`src/rtl/riscv_hart_scheduler_pkg.sv`:
```
// Shared multithreading definitions for the RI5CY MT core: hart count, hart-ID width
// and the per-stage slot type that the scheduler carries down ID/EX/WB.
package riscv_defines;

    localparam int NUM_THREADS       = 4;
    localparam int THREAD_ADDR_WIDTH = $clog2(NUM_THREADS);

    typedef struct packed {
        logic                         valid;
        logic [THREAD_ADDR_WIDTH-1:0] id;
    } hart_slot_t;

endpackage

```
`src/rtl/riscv_rr_arbiter.sv`:
```
// Combinational round-robin arbiter: grants the first eligible requester after i_last,
// scanning upward with wrap-around. Generic enough for any MT arbitration point.
module riscv_rr_arbiter #(
    parameter int N = 4,
    parameter int W = 2
) (
    input  logic [N-1:0] i_eligible,
    input  logic [W-1:0] i_last,
    output logic [W-1:0] o_grant,
    output logic         o_grant_valid
);

    // Cost of each requester = distance after i_last; ineligible ones get N (never wins).
    logic [W:0] w_cost [N];
    logic [W:0] w_best;

    for (genvar gi = 0; gi < N; gi++) begin : g_cost
        assign w_cost[gi] = i_eligible[gi]
                          ? (W+1)'((gi + N - 1 - int'(i_last)) % N)
                          : (W+1)'(N);
    end

    always_comb begin
        w_best        = (W+1)'(N);
        o_grant       = '0;
        o_grant_valid = 1'b0;
        for (int h = 0; h < N; h++) begin
            if (w_cost[h] < w_best) begin
                w_best        = w_cost[h];
                o_grant       = W'(h);
                o_grant_valid = 1'b1;
            end
        end
    end

endmodule

```
`src/rtl/riscv_hart_scheduler.sv`:
```
// Fine-grained MT hart scheduler: round-robin pick into ID, then carries {id,valid} to EX/WB.
// Optional macro RISCV_MT_HART_EXCLUSIVE_EN keeps a hart out of ID while it still occupies ID or EX.
module riscv_hart_scheduler
    import riscv_defines::*;
#(
    parameter int NUM_THREADS       = riscv_defines::NUM_THREADS,
    parameter int THREAD_ADDR_WIDTH = riscv_defines::THREAD_ADDR_WIDTH
) (
    input  logic                         clk,
    input  logic                         rst,
    input  logic [NUM_THREADS-1:0]       hart_active_i,
    input  logic [NUM_THREADS-1:0]       hart_stall_i,
    input  logic                         advance_i,
    input  logic [NUM_THREADS-1:0]       flush_i,
    output logic [THREAD_ADDR_WIDTH-1:0] hart_id_o,
    output logic                         hart_valid_o,
    output logic [THREAD_ADDR_WIDTH-1:0] hart_id_ex_o,
    output logic                         hart_valid_ex_o,
    output logic [THREAD_ADDR_WIDTH-1:0] hart_id_wb_o,
    output logic                         hart_valid_wb_o
);

    typedef struct packed {
        logic                         valid;
        logic [THREAD_ADDR_WIDTH-1:0] id;
    } slot_t;

    slot_t                         r_id_slot;
    slot_t                         r_ex_slot;
    slot_t                         r_wb_slot;
    logic [THREAD_ADDR_WIDTH-1:0]  r_last;

    logic [NUM_THREADS-1:0]        w_busy;
    logic [NUM_THREADS-1:0]        w_eligible;
    logic [THREAD_ADDR_WIDTH-1:0]  w_pick;
    logic                          w_pick_valid;

    for (genvar gi = 0; gi < NUM_THREADS; gi++) begin : g_elig
`ifdef RISCV_MT_HART_EXCLUSIVE_EN
        // Current ID/EX occupants land in EX/WB after the shift; one stage per hart at a time.
        assign w_busy[gi] = (r_id_slot.valid && (r_id_slot.id == THREAD_ADDR_WIDTH'(gi)))
                         || (r_ex_slot.valid && (r_ex_slot.id == THREAD_ADDR_WIDTH'(gi)));
`else
        assign w_busy[gi] = 1'b0;
`endif
        assign w_eligible[gi] = hart_active_i[gi] & ~hart_stall_i[gi]
                              & ~flush_i[gi] & ~w_busy[gi];
    end

    riscv_rr_arbiter #(
        .N (NUM_THREADS),
        .W (THREAD_ADDR_WIDTH)
    ) u_arbiter (
        .i_eligible    (w_eligible),
        .i_last        (r_last),
        .o_grant       (w_pick),
        .o_grant_valid (w_pick_valid)
    );

    always_ff @(posedge clk) begin
        if (rst) begin
            r_id_slot <= '0;
            r_ex_slot <= '0;
            r_wb_slot <= '0;
            r_last    <= THREAD_ADDR_WIDTH'(NUM_THREADS - 1);
        end else if (advance_i) begin
            // WB is committing and never flushed; the entry moving into EX is.
            r_wb_slot       <= r_ex_slot;
            r_ex_slot.id    <= r_id_slot.id;
            r_ex_slot.valid <= r_id_slot.valid & ~flush_i[r_id_slot.id];
            if (w_pick_valid) begin
                r_id_slot.id    <= w_pick;
                r_id_slot.valid <= 1'b1;
                r_last          <= w_pick;
            end else begin
                r_id_slot.valid <= 1'b0;
            end
        end
    end

    assign hart_id_o       = r_id_slot.id;
    assign hart_valid_o    = r_id_slot.valid;
    assign hart_id_ex_o    = r_ex_slot.id;
    assign hart_valid_ex_o = r_ex_slot.valid;
    assign hart_id_wb_o    = r_wb_slot.id;
    assign hart_valid_wb_o = r_wb_slot.valid;

endmodule
```
`config.mk`:
```
export PLATFORM = sky130hd
export DESIGN_NAME = riscv_hart_scheduler
export DESIGN_NICKNAME = d
export VERILOG_FILES = /design/src/rtl/riscv_hart_scheduler_pkg.sv /design/src/rtl/riscv_rr_arbiter.sv /design/src/rtl/riscv_hart_scheduler.sv
export SDC_FILE = /design/constraint.sdc
export NUM_CORES = 1
export LEC_CHECK = 0
export CORE_ASPECT_RATIO = 1.2
export CORE_MARGIN = 2
export CORE_UTILIZATION = 46
export CTS_BUF_LIST = sky130_fd_sc_hd__clkbuf_16
export DETAILED_ROUTE_END_ITERATION = 10
export PLACE_DENSITY = 0.82
export SYNTH_ARGS = -nofsm -noshare
export SYNTH_HDL_FRONTEND = slang
export SYNTH_HIERARCHICAL = 1
export SYNTH_SLANG_ARGS = --single-unit
```
`constraint.sdc`:
```
create_clock -name clk -period 5.4 [get_ports clk]
set_input_delay 0.54 -clock clk [delete_from_list [all_inputs] [get_ports clk]]
set_output_delay 0.54 -clock clk [all_outputs]
set_load 0.05 [all_outputs]
```
==> run metrics, run 1 <==
outcome finished, final reports clean; Max Buffers Root-to-Sink 2; Critical R2R Capture r_last[1]; Via density 5.368; Die Height 50.52 um; Synth warnings 6; First-pass DRT Iterations 3; maxcap violations 0; CTS tree yes; cts repair resizes 0; root buf cell clkbuf_16; routed vias 714; number of top-level pins 24; starting density of the core 49.92%; top cells by area, synth dfxtp_1 (27%), ha_1 (12%), mux2i_1 (6.0%); syn_nets 111; Area Overhead vs Synth 40.42%; Hold Crit Class reg -> reg; type of destination of the critical path flip-flop; fin crit period 5.057 ns; worst hold start hart_valid_wb_o; Num Clock Sinks 11; WP data required 5.52 ns; final setup vio count 0; worst slew pin tran 0.5173 ns; final worst setup slack 0.3427 ns; Worst VDD drop 0.2540 mV; Worst R2R Path Depth 16; final hold viol count 0; post-CTS setup buffers 0; most frequent cell after synthesis inv_1; critical path peak fanout 6; gr usage total 19.51%; Rel. slew slack 65.41%; antenna violations before repair 0; Synth async-reset ratio 0%; reg-to-reg critical path startpoint r_last[0]; post-synthesis sequential area ratio 26.55%; Pleak 0.5018 nW; WHS Endpoint hart_valid_wb_o; Netlist cell types 33; nets 139; flop2flop setup slack 0.98 ns; Primary FF master, synth dfxtp_1; Hold Path Cell Cnt 2; share of layout cells above drive strength 1 13.91%; vias in the first global route 751; hold slack 0.4905 ns; core area 1662 sq um; Post-Syn Area per Cell 9.427 sq um; gpl congestion 0.8021; cts hold-fix bufs 0; number of enable flip-flop cells after synthesis 0; unrepaired setup endpoints after global routing no; Synth top area share 26.55%; Die X 42.77 um; most frequent cells after synthesis inv_1 (12), dfxtp_1 (11), ha_1 (8), nor2_1 (8), mux2i_1 (5); number of port buffers 23; worst slack, placed 0.08859 ns; Starting DRT DRC Count 2; Area after DPL 1086 sq um; Post-Syn Area 829.5 sq um; post-DP HPWL 1456 um; crit path kind in -> reg; # DRC 0; sum of negative setup slack 0 ns; Critical Path AT 5.18 ns; largest net degree at the start of global routing 14; fin util 70.11%; Skew-Pair Late Insertion Delay 0.24 ns; Yosys reg bits 11; Routed WL 1884 um; Power Density 281.0 nW/um^2; final routed wire length divided by cell count 14.17 um; CP startpoint hart_active_i[0]; cell count after synthesis 88; H-tree levels 1; Clock transition at path regs 0.04 ns; first-pass GRT wire length 3215 um; Routed Antenna Nets 0; Slew Viols, Final 0; Final period util 93.65%; fin cells 133; Final Total Pwr 0.3274 mW; GRT overflow 0; cts bufs inserted 3; Synth area leader dfxtp_1; Antenna diodes 0; Startpoint Class primary input; worst clock skew 0.001322 ns; row cnt 16; placed cells 129; Die ar. 2160 sq um; Final Cell Area 1165 sq um; f_max 197.7 MHz
## layout make-up
cell class / count / area [sq um]
multi-input cells: 63 / 553.0
fillers: 136 / 496.7
repair buffers: 25 / 245.2
flip-flops and latches: 11 / 220.2
clock buffers: 3 / 75.07
inverters: 12 / 45.04
well taps: 18 / 22.52
clock inverters: 1 / 3.754
## layer usage
metal / global-route usage, % / vias to the layer above / share of wire, %
li1: - / 364 / -
met1: 20.13 / 332 / 42
met2: 37.37 / 13 / 54
met3: 2.878 / 5 / 2.5
met4: 8.854 / 0 / 1.7
met5: 0 / - / 0
## sequential cells by signal (all words and copies together) (netlist names)
register	cells
hart_id_wb_o	2
hart_valid_wb_o	1
hart_id_ex_o	2
hart_valid_ex_o	1
hart_id_o	2
r_last	2
hart_valid_o	1
## power breakdown
group | leakage (nW) | switching [mW] | total (mW) | internal, mW
Combinational | 0.370 | 0.0499 | 0.0990 | 0.0492
Clock | 0.0423 | 0.0339 | 0.131 | 0.0969
Sequential | 0.0899 | 0.00883 | 0.0976 | 0.0887
Total | 0.502 | 0.0925 | 0.327 | 0.235
## cell usage in the layout (no fill, tap or decap), types with 3 or more instances in the layout
cell type | netlist | routed
o21ba_2 | 3 | 3
nand2_1 | 4 | 4
dfxtp_1 | 11 | 11
inv_1 | 12 | 13
nor3b_1 | 4 | 4
clkbuf_16 | 0 | 3
ha_1 | 8 | 8
a21oi_1 | 4 | 4
nor2_1 | 8 | 8
mux2i_1 | 5 | 5
clkdlybuf4s50_1 | 0 | 23
## kinds of logic (layout without fill, tap and decap cells)
family | count (synthesis) | count (layout) | synth area share (%)
mux | 7 | 7 | 10.11
fa+ha+maj | 8 | 8 | 12.07
flops | 11 | 11 | 26.55
compound gates | 20 | 20 | 24.13
buf+inv | 14 | 41 | 6.787
xor+xnor | 1 | 1 | 1.056
simple gates | 27 | 27 | 19.31
## critical path, stage by stage
cell and delay [ns]:
clkdlybuf4s50_1 0.45, nor3b_1 0.41, inv_1 0.09, ha_1 0.30, and2b_4 0.19, a311oi_4 0.39
a21oi_1 0.15, ha_1 0.31, inv_1 0.06, o41ai_4 0.39, mux2_1 0.36, ha_1 0.20
a221o_2 0.35, o32a_1 0.36, nand3_1 0.16, nand2_1 0.12, a211o_1 0.33
## how the worst max path moves through the flow
stage	end	slack (ns)	cells after the start
3_5_place_dp	r_last[0]	0.09	17
3_3_place_gp	r_last[0]	0.25	17
4_1_cts	r_last[1]	0.33	17
2_1_floorplan	r_last[0]	0.71	16
6_report	r_last[1]	0.34	17
5_1_grt	r_last[1]	0.02	17
Note: power is estimated with default switching activity, not from simulation.
==> run 2, diff against run 1 <==
CORE_UTILIZATION = 48   (was 46)
CTS_BUF_LIST = sky130_fd_sc_hd__clkbuf_8   (was sky130_fd_sc_hd__clkbuf_16)
CTS_CLUSTER_SIZE = 12   (was default)
PLACE_DENSITY = 0.85   (was 0.82)
==> run 2 against run 1 <==
  * Clock-buffer cell count did not move
  * Routed wire length is 0.42% lower
  * Highest routed layer unchanged
  * Largest power group is now combinational logic
  * Power shrank 16%
==> run metrics, run 2 (same netlist as run 1, synthesis figures left out) <==
outcome finished, final reports clean (unchanged); Worst VDD drop 0.2034 mV (was 0.2540 mV); First-pass DRT Iterations 4 (was 3); number of top-level pins 24 (unchanged); most common cell after layout, fill and taps aside clkdlybuf4s50_1 (unchanged); row cnt 16 (unchanged); worst hold start hart_valid_ex_o (was hart_valid_wb_o); first-pass GRT wire length 3208 um (was 3215 um); largest net degree at the start of global routing 14 (unchanged); root buf cell clkbuf_8 (was clkbuf_16); number of port buffers 23 (unchanged); Worst R2R Path Depth 16 (unchanged); Routed WL 1876 um (was 1884 um); Routed Antenna Nets 0 (unchanged); slowest stage delay, CP 0.45 ns (about the same); Die ar. 2078 sq um (was 2160 sq um); share of layout cells above drive strength 1 13.91% (unchanged); vias in the first global route 807 (was 751); fin crit period 5.052 ns (was 5.057 ns); final hold viol count 0 (unchanged); CP most frequent cell ha_1 (unchanged); GRT overflow 0 (unchanged); Hold Path Cell Cnt 2 (unchanged); Critical R2R Capture r_last[1] (unchanged); final setup vio count 0 (unchanged); Num Clock Sinks 11 (unchanged); Clock transition at path regs 0.05 ns (was 0.04 ns); nets 139 (unchanged); WP data required 5.52 ns (about the same); critical path peak fanout 6 (unchanged); flop2flop setup slack 0.97 ns (was 0.98 ns); Pleak 0.4864 nW (was 0.5018 nW); antenna violations before repair 0 (unchanged); # DRC 0 (unchanged); gpl congestion 0.7890 (was 0.8021); WP buf/inv 3 (unchanged); worst clock skew 0.002152 ns (was 0.001322 ns); gr usage total 19.73% (was 19.51%); cts repair resizes 0 (unchanged); Die Height 49.54 um (was 50.52 um); unrepaired setup endpoints after global routing no (unchanged); post-CTS setup buffers 0 (unchanged); Filler cells 131 (was 136); worst slew pin tran 0.5133 ns (was 0.5173 ns); Startpoint Class primary input (unchanged); Skew-Pair Late Insertion Delay 0.23 ns (was 0.24 ns); crit path kind in -> reg (unchanged); Starting DRT DRC Count 4 (was 2); cts bufs inserted 3 (unchanged); Via density 5.444 (was 5.368); critical path, cell by cell clkdlybuf4s50_1 > nor3b_1 > inv_1 > ha_1 > and2b_4 > a311oi_4 > a21oi_1 > ha_1 > inv_1 > o41ai_4 > mux2_1 > ha_1 > a221o_2 > o32a_1 > nand3_1 > nand2_1 > a211o_1 (unchanged); Final period util 93.56% (was 93.65%); commonest non-fill, non-tap cells in the layout clkdlybuf4s50_1 (23), inv_1 (13), dfxtp_1 (11) (unchanged); hold slack 0.4982 ns (was 0.4905 ns); routed vias 724 (was 714); final routed wire length divided by cell count 14.11 um (was 14.17 um); starting density of the core 51.16% (was 49.92%); f_max 197.9 MHz (was 197.7 MHz); Max Buffers Root-to-Sink 2 (unchanged); WHS Endpoint hart_valid_ex_o (was hart_valid_wb_o); H-tree levels 1 (unchanged); sum of negative setup slack 0 ns (unchanged); CTS tree yes (unchanged); Die X 41.95 um (was 42.77 um); Critical Path AT 5.17 ns (was 5.18 ns); Antenna diodes 0 (unchanged); type of destination of the critical path flip-flop (unchanged); CP max-delay cell clkdlybuf4s50_1 (unchanged); maxcap violations 0 (unchanged); reg-to-reg critical path startpoint r_last[0] (unchanged); Area after DPL 1086 sq um (unchanged); Power Density 241.7 nW/um^2 (was 281.0 nW/um^2); Final Cell Area 1131 sq um (was 1165 sq um); core area 1622 sq um (was 1662 sq um); Rel. slew slack 65.67% (was 65.41%); Area Overhead vs Synth 36.35% (was 40.42%); post-DP HPWL 1552 um (was 1456 um); Slew Viols, Final 0 (unchanged); CP delay by family, top compound AO/OA/AOI/OAI gates (unchanged); cts hold-fix bufs 0 (unchanged); Hold Crit Class reg -> reg (unchanged)
## run 2: how the worst max path moves through the flow
stage                                start  cells past startpoint   endpoint  slack (ns)
after detailed placement  hart_active_i[0]                     17  r_last[1]        0.10
after CTS                 hart_active_i[0]                     17  r_last[1]        0.36
after global routing      hart_active_i[0]                     17  r_last[1]        0.09
final                     hart_active_i[0]                     17  r_last[1]        0.35
after global placement          flush_i[0]                     17  r_last[1]        0.30
after floorplan                 flush_i[0]                     16  r_last[0]        0.71
## run 2: area by class of cell
type	count	area (sq um)	share of cell area, %
clock buffer	3	41.29	3.650
clock inverter	1	3.754	0.3319
inverter	12	45.04	3.982
multi-input combinational	63	553.0	48.89
sequential	11	220.2	19.47
tap	18	22.52	1.991
timing repair buffer	25	245.2	21.68
## run 2: worst min-delay path: cells and delay by family, from the launching register on
family | cells | cell delay, ns
compound gates | 1 | 0.08
flops | 1 | 0.31
buf+inv | 1 | 0.05
## run 2: through the flow
stage / total power, mW / worst slack [ns] / cells / util (%)
after global placement: 0.1944 / 0.3025 / 129 / 66.98
after detailed placement: 0.1972 / 0.1023 / 129 / 66.98
after CTS: 0.2770 / 0.3590 / 133 / 69.75
final: 0.2734 / 0.3476 / 133 / 69.75
after global routing: 0.2885 / 0.09471 / 133 / 69.75
after floorplan: 0.1661 / 0.7128 / 88 / -
## run 2: power breakdown
part | switching, mW | internal (mW) | leakage [nW] | total (mW)
Sequential | 0.00823 | 0.0885 | 0.0899 | 0.0967
Combinational | 0.0497 | 0.0491 | 0.370 | 0.0989
Clock | 0.0281 | 0.0497 | 0.0269 | 0.0778
## run 2: layer usage
| layer | vias up | global-route usage (%) | routed length, um |
|---|---|---|---|
| met5 | - | 0 | 0 |
| met4 | 0 | 6.452 | 6 |
| met3 | 2 | 1.832 | 44 |
| met2 | 14 | 41.15 | 1069 |
| met1 | 344 | 19.33 | 755 |
| li1 | 364 | - | - |
==> run 3, diff against run 2 <==
GPL_TIMING_DRIVEN = 0   (was default)
PLACE_DENSITY = 0.89   (was 0.85)
==> run 3 against run 2 <==
  * Non-clock buffer count did not move
  * Worst setup slack got worse by 0.062 ns
  * Routed wire length rose by 3.3%
  * Clock skew barely moved
  * Sequential cell count did not move
==> run metrics, run 3 (same netlist as run 1, synthesis figures left out) <==
Rel. slew slack 66.39% (was 65.67%); Skew-Pair Late Insertion Delay 0.24 ns (was 0.23 ns); starting density of the core 51.16% (unchanged); Die X 41.95 um (unchanged); fin crit period 5.114 ns (was 5.052 ns); number of port buffers 23 (unchanged); final routed wire length divided by cell count 14.57 um (was 14.11 um); Startpoint Class primary input (unchanged); Via density 5.429 (was 5.444); core area 1622 sq um (unchanged); Num Clock Sinks 11 (unchanged); number of top-level pins 24 (unchanged); fin util 70.14% (was 69.75%); unrepaired setup endpoints after global routing no (unchanged); root buf cell clkbuf_8 (unchanged); Routed WL 1938 um (was 1876 um); Routed Antenna Nets 0 (unchanged); CP most frequent cell ha_1 (unchanged); cts bufs inserted 3 (unchanged); Slew Viols, Final 0 (unchanged); commonest non-fill, non-tap cells in the layout clkdlybuf4s50_1 (23), inv_1 (13), dfxtp_1 (11) (unchanged); Hold Crit Class reg -> reg (unchanged); Critical Path AT 5.24 ns (was 5.17 ns); slowest stage delay, CP 0.43 ns (was 0.45 ns); row cnt 16 (unchanged); routed vias 722 (was 724); type of destination of the critical path flip-flop (unchanged); vias in the first global route 757 (was 807); WP data required 5.52 ns (about the same); first-pass GRT wire length 3270 um (was 3208 um); nets 139 (unchanged); share of layout cells above drive strength 1 14.78% (was 13.91%); CP max-delay cell clkdlybuf4s50_1 (unchanged); hold slack 0.4919 ns (was 0.4982 ns); post-DP HPWL 1542 um (was 1552 um); First-pass DRT Iterations 4 (unchanged); CTS tree yes (unchanged); Worst VDD drop 0.1946 mV (was 0.2034 mV); Hold Path Cell Cnt 2 (unchanged); worst slew pin tran 0.5025 ns (was 0.5133 ns); gr usage total 20.20% (was 19.73%); Power Density 243.2 nW/um^2 (was 241.7 nW/um^2); Clock transition at path regs 0.04 ns (was 0.05 ns); post-CTS setup buffers 0 (unchanged); Starting DRT DRC Count 9 (was 4); final hold viol count 0 (unchanged); Die Height 49.54 um (unchanged); H-tree levels 1 (unchanged); sum of negative setup slack 0 ns (unchanged); worst clock skew 0.002341 ns (was 0.002152 ns); antenna violations before repair 0 (unchanged); crit path kind in -> reg (unchanged); gpl congestion 0.7781 (was 0.7890); Final period util 94.71% (was 93.56%); final setup vio count 0 (unchanged); # DRC 0 (unchanged); largest net degree at the start of global routing 11 (was 14); Max Buffers Root-to-Sink 2 (unchanged); maxcap violations 0 (unchanged); f_max 195.5 MHz (was 197.9 MHz); critical path peak fanout 6 (unchanged); GRT overflow 0 (unchanged); Pleak 0.4854 nW (was 0.4864 nW); most common cell after layout, fill and taps aside clkdlybuf4s50_1 (unchanged); Die ar. 2078 sq um (unchanged); Area Overhead vs Synth 37.10% (was 36.35%); Worst R2R Path Depth 16 (unchanged); outcome finished, final reports clean (unchanged); critical path, cell by cell clkdlybuf4s50_1 > nor3b_2 > inv_1 > ha_1 > and2b_4 > a311oi_4 > a21oi_1 > ha_1 > inv_1 > o41ai_4 > mux2_1 > ha_1 > a221o_2 > o32a_1 > nand3_1 > nand2_1 > a211o_1 (was clkdlybuf4s50_1 > nor3b_1 > inv_1 > ha_1 > and2b_4 > a311oi_4 > a21oi_1 > ha_1 > inv_1 > o41ai_4 > mux2_1 > ha_1 > a221o_2 > o32a_1 > nand3_1 > nand2_1 > a211o_1); Antenna diodes 0 (unchanged)
-- run 3: metal layers --
layer | part of all wire, % | up-vias | GRT usage [%]
li1 | - | 366 | -
met1 | 39 | 330 | 22.75
met2 | 56 | 21 | 38.28
met3 | 3.1 | 5 | 1.099
met4 | 1.7 | 0 | 8.602
met5 | 0 | - | 0
-- run 3: final timing paths --
| path | startpoint | slack (ns) | endpoint |
|---|---|---|---|
| max | flush_i[0] | 0.29 | r_last[1] |
| min | hart_valid_wb_o | 0.49 | hart_valid_wb_o |
| max reg2reg | r_last[0] | 0.95 | r_last[1] |
| min reg2reg | hart_valid_wb_o | 0.49 | hart_valid_wb_o |
-- run 3: worst max-delay path: cells and delay by family --
| family | cells | cell delay [ns] |
|---|---|---|
| fa+ha+maj | 3 | 0.84 |
| buf+inv | 3 | 0.60 |
| simple gates | 4 | 0.91 |
| mux | 1 | 0.37 |
| compound gates | 6 | 1.96 |
-- run 3: area by class of cell --
class | count | area [sq um]
multi-input cells | 63 | 563.0
fillers | 124 | 484.2
repair buffers | 23 | 230.2
flip-flops and latches | 11 | 220.2
inverters | 12 | 45.04
clock buffers | 3 | 41.29
well taps | 18 | 22.52
plain buffers | 2 | 11.26
clock inverters | 1 | 3.754
-- run 3: timing repair --
item	in CTS	in global routing
hold endpoints to repair	0	0
hold buffers	0	0
endpoints found under the setup margin	1	2
resized for setup	1	1
-- run 3: power breakdown --
part	internal, mW	switching [mW]
combinational	0.0494	0.0510
clock	0.0497	0.0292
sequential	0.0886	0.00874
-- run 3: through the flow --
step | total power, mW | cell area, sq um | instances | worst slack [ns]
after floorplan | 0.1661 | 829.5 | 88 | 0.7128
after global placement | 0.1940 | 1082 | 129 | -0.05918
after detailed placement | 0.1979 | 1082 | 129 | -0.2435
after CTS | 0.2796 | 1132 | 133 | 0.2200
after global routing | 0.2914 | 1137 | 133 | 0.01743
final | 0.2766 | 1137 | 133 | 0.2858
==> RTL change, RTL diff (flow settings as in run 2) <==
Make the reset (`rst`) asynchronous in one clocked block.
--- a/src/rtl/riscv_hart_scheduler.sv
+++ b/src/rtl/riscv_hart_scheduler.sv
@@ -57,7 +57,7 @@
         .o_grant_valid (w_pick_valid)
     );
 
-    always_ff @(posedge clk) begin
+    always_ff @(posedge clk or posedge rst) begin
         if (rst) begin
             r_id_slot <= '0;
             r_ex_slot <= '0;
Behaviour: differs if rst is asserted again (counterexample within 4 cycles, from zero or initial values and one cycle with rst high); with rst held inactive, the same outputs for 4 cycles.
==> RTL change against run 2 <==
  * Routed wire length down 7.8%
  * Sequential cell count unchanged
  * Global-route usage shrank 0.50 points
  * Die area rose by 2.1%
  * Cell count shrank 4.5%
  * Area after synthesis is 2.3% higher
  * Setup slack gained 0.19 ns
  * Cell area grew 2.2%
  * Critical endpoint is now hart_id_o[0]
Power is not compared: it rests on default switching activity, and its combinational part moved more than twofold at a synthesized area within 25%.
==> RTL change: results (changes against run 2) <==
The multi-input gate share of total cell area is 0.4437 (-0.04522), and the wire length after detailed routing is 1729 um (-7.8%). Fraction of registers with async set/reset: 1.000 (+1.000). The number of non-clock buffers was 25 (unchanged); the clock network area share was 0.03896 (-0.0008622). The via count of the first global-routing pass was 721 (-11%); the count of nets after finishing was 133 (-4.3%). The H-tree depth is 1 (unchanged).

The area share of fa/ha/maj cells after synthesis came out at 0.1180 (-0.002670). The cell count after synthesis is 81 (-8.0%), and the number of signal-net inverters in the final layout is 14 (+2). The logs give 0 (unchanged) for the initial antenna violation count and 123 (-4.7%) for the count of placed standard cells including taps. The flip-flop cell with the highest count after synthesis is dfrtp_1. The global-route wire length before repair was 3098 um (-3.4%); the placed cell area was 1111 um^2 (+2.3%). The synthesized-area fraction occupied by ao, oa, aoi and oai cells works out to 0.2153 (-0.02599). Fraction of standard cell area that is sequential: 0.2403 (+0.04557). The number of multi-input combinational cells was 55 (-13%); the routed length on met2 was 819 um (-23%).

The combined global-route utilization of all metal layers was 0.1923 (-0.004971). Counting instances in the post-synthesis netlist gives the leading cell types as inv_1 (14), dfrtp_1 (9), ha_1 (8), mux2_2 (5), nand2_1 (5). The multiplexer area fraction after synthesis was 0.1062 (+0.005139); the clock-pin slew on the worst setup and hold paths was 0.05 ns (about the same).

The final HPWL from detailed placement came out at 1389 um (-10%). The logs give 4.99 ns (-0.18 ns) for the arrival time of the worst setup path and 0.02564 (+0.007326) for the met3 usage in global routing. Total nets after synthesis: 104 (-6.3%). Kind of path behind the tightest hold check: flip-flop to flip-flop.

The sequential-to-total area share from yosys stat is 0.3274 (+0.06197), and the final estimated routing congestion in global placement is 0.7466 (-5.4%). The tools report the pre-CTS setup slack as 0.2673 ns (+0.1649 ns). The final-layout non-clock buffer area share came out at 0.2121 (-0.004694). The routed length on met3 came out at 77 um (+75%).

The fraction of met1 tracks used by global routing was 0.2523 (+0.05904). For this design the static power due to leakage is 0.5450 nW. The share of cells above drive strength 1 works out to 0.2110 (+0.07188).

The average wire per standard cell works out to 13.61 um (-3.5%). For the sum of routed wire segments on met1, the log shows 819 um (+8.5%). The worst slew slack as a fraction of its limit came out at 0.6635 (+0.006821).

The run gives 0.24 ns as the clock latency at the later pin of the worst-skew pair. The run gives 126 (-3.8%) as the filler cell count. The post-route clock skew is 0.005198 ns (+0.003046 ns). The number of DRC violations after detailed-routing iteration 0 was 2 (-2).

The flow ran to the end, and the final reports show no timing, DRC or antenna violations. The total die area was 2121 um^2 (+2.1%); the xor/xnor share of the synthesized area was 0.01032 (-0.0002336). The routed via count came out at 665 (-8.1%). By area the synthesized netlist is led by dfrtp_1 (27%), ha_1 (12%), mux2_2 (6.6%), dfstp_2 (6.2%), inv_1 (6.2%). The logs give 3 (unchanged) for the clock buffer count from CTS and 4 (unchanged) for the first-pass iteration count of the detailed router. The logs give 0.3231 (-0.08838) for the met2 track demand over resource and 12 (-2) for the pin count of the biggest net entering global routing. The total setup buffers inserted after CTS came out at 0 (unchanged). Post-cts sizing count: 0 (unchanged).

The number of storage elements in the synthesis netlist came out at 11 (unchanged).
RTL change: cell count changes in the layout (fill, tap and decap cells not counted), sizes merged, moves of 2 or more:
cell           run 2  this run
inv               13        15
nor2               8         3
dfstp              0         2
a21boi             2         0
o21ba              3         1
a21o               0         4
dfxtp             11         0
mux2i              5         0
dfrtp              0         9
mux2               1         6
a211o              2         0
RTL change: worst max-delay path, cell delays in order:
cell             delay, ns
clkdlybuf4s50_1       0.43
nor3b_1               0.32
inv_1                 0.10
ha_1                  0.30
and2b_4               0.20
a311oi_4              0.37
a21oi_1               0.16
ha_1                  0.31
inv_1                 0.06
o41ai_4               0.41
mux2_1                0.38
ha_1                  0.20
a221o_2               0.35
o32a_1                0.36
nand3_1               0.12
nand2_1               0.12
a21o_2                0.24
RTL change: final timing paths:
path,startpoint,end,slack [ns],cells after the start
setup / recovery,flush_i[1],hart_id_o[0],0.53,17
hold / removal,hart_id_wb_o[0],hart_id_wb_o[0],0.51,1
setup reg to reg,r_last[0],hart_id_o[0],0.98,16
hold reg to reg,hart_id_wb_o[0],hart_id_wb_o[0],0.51,1
max in group asynchronous,rst,r_last[1],4.47,2
min in group asynchronous,rst,hart_id_wb_o[0],0.59,2
RTL change: report_power, final:
part,total [W],switching [W],internal (W)
combinational,0.000308,0.000176,0.000132
sequential,0.000161,0.0000353,0.000126
clock,0.0000816,0.0000316,0.0000500
total,0.000551,0.000243,0.000308
RTL change: metrics by stage:
stage / util / total power, W
finish: 0.7043 / 0.0005505
global route: 0.7043 / 0.0005795
CTS: 0.7043 / 0.0005523
detailed placement: 0.6768 / 0.0004703
global placement: 0.6768 / 0.0004628
floorplan: - / 0.0003741
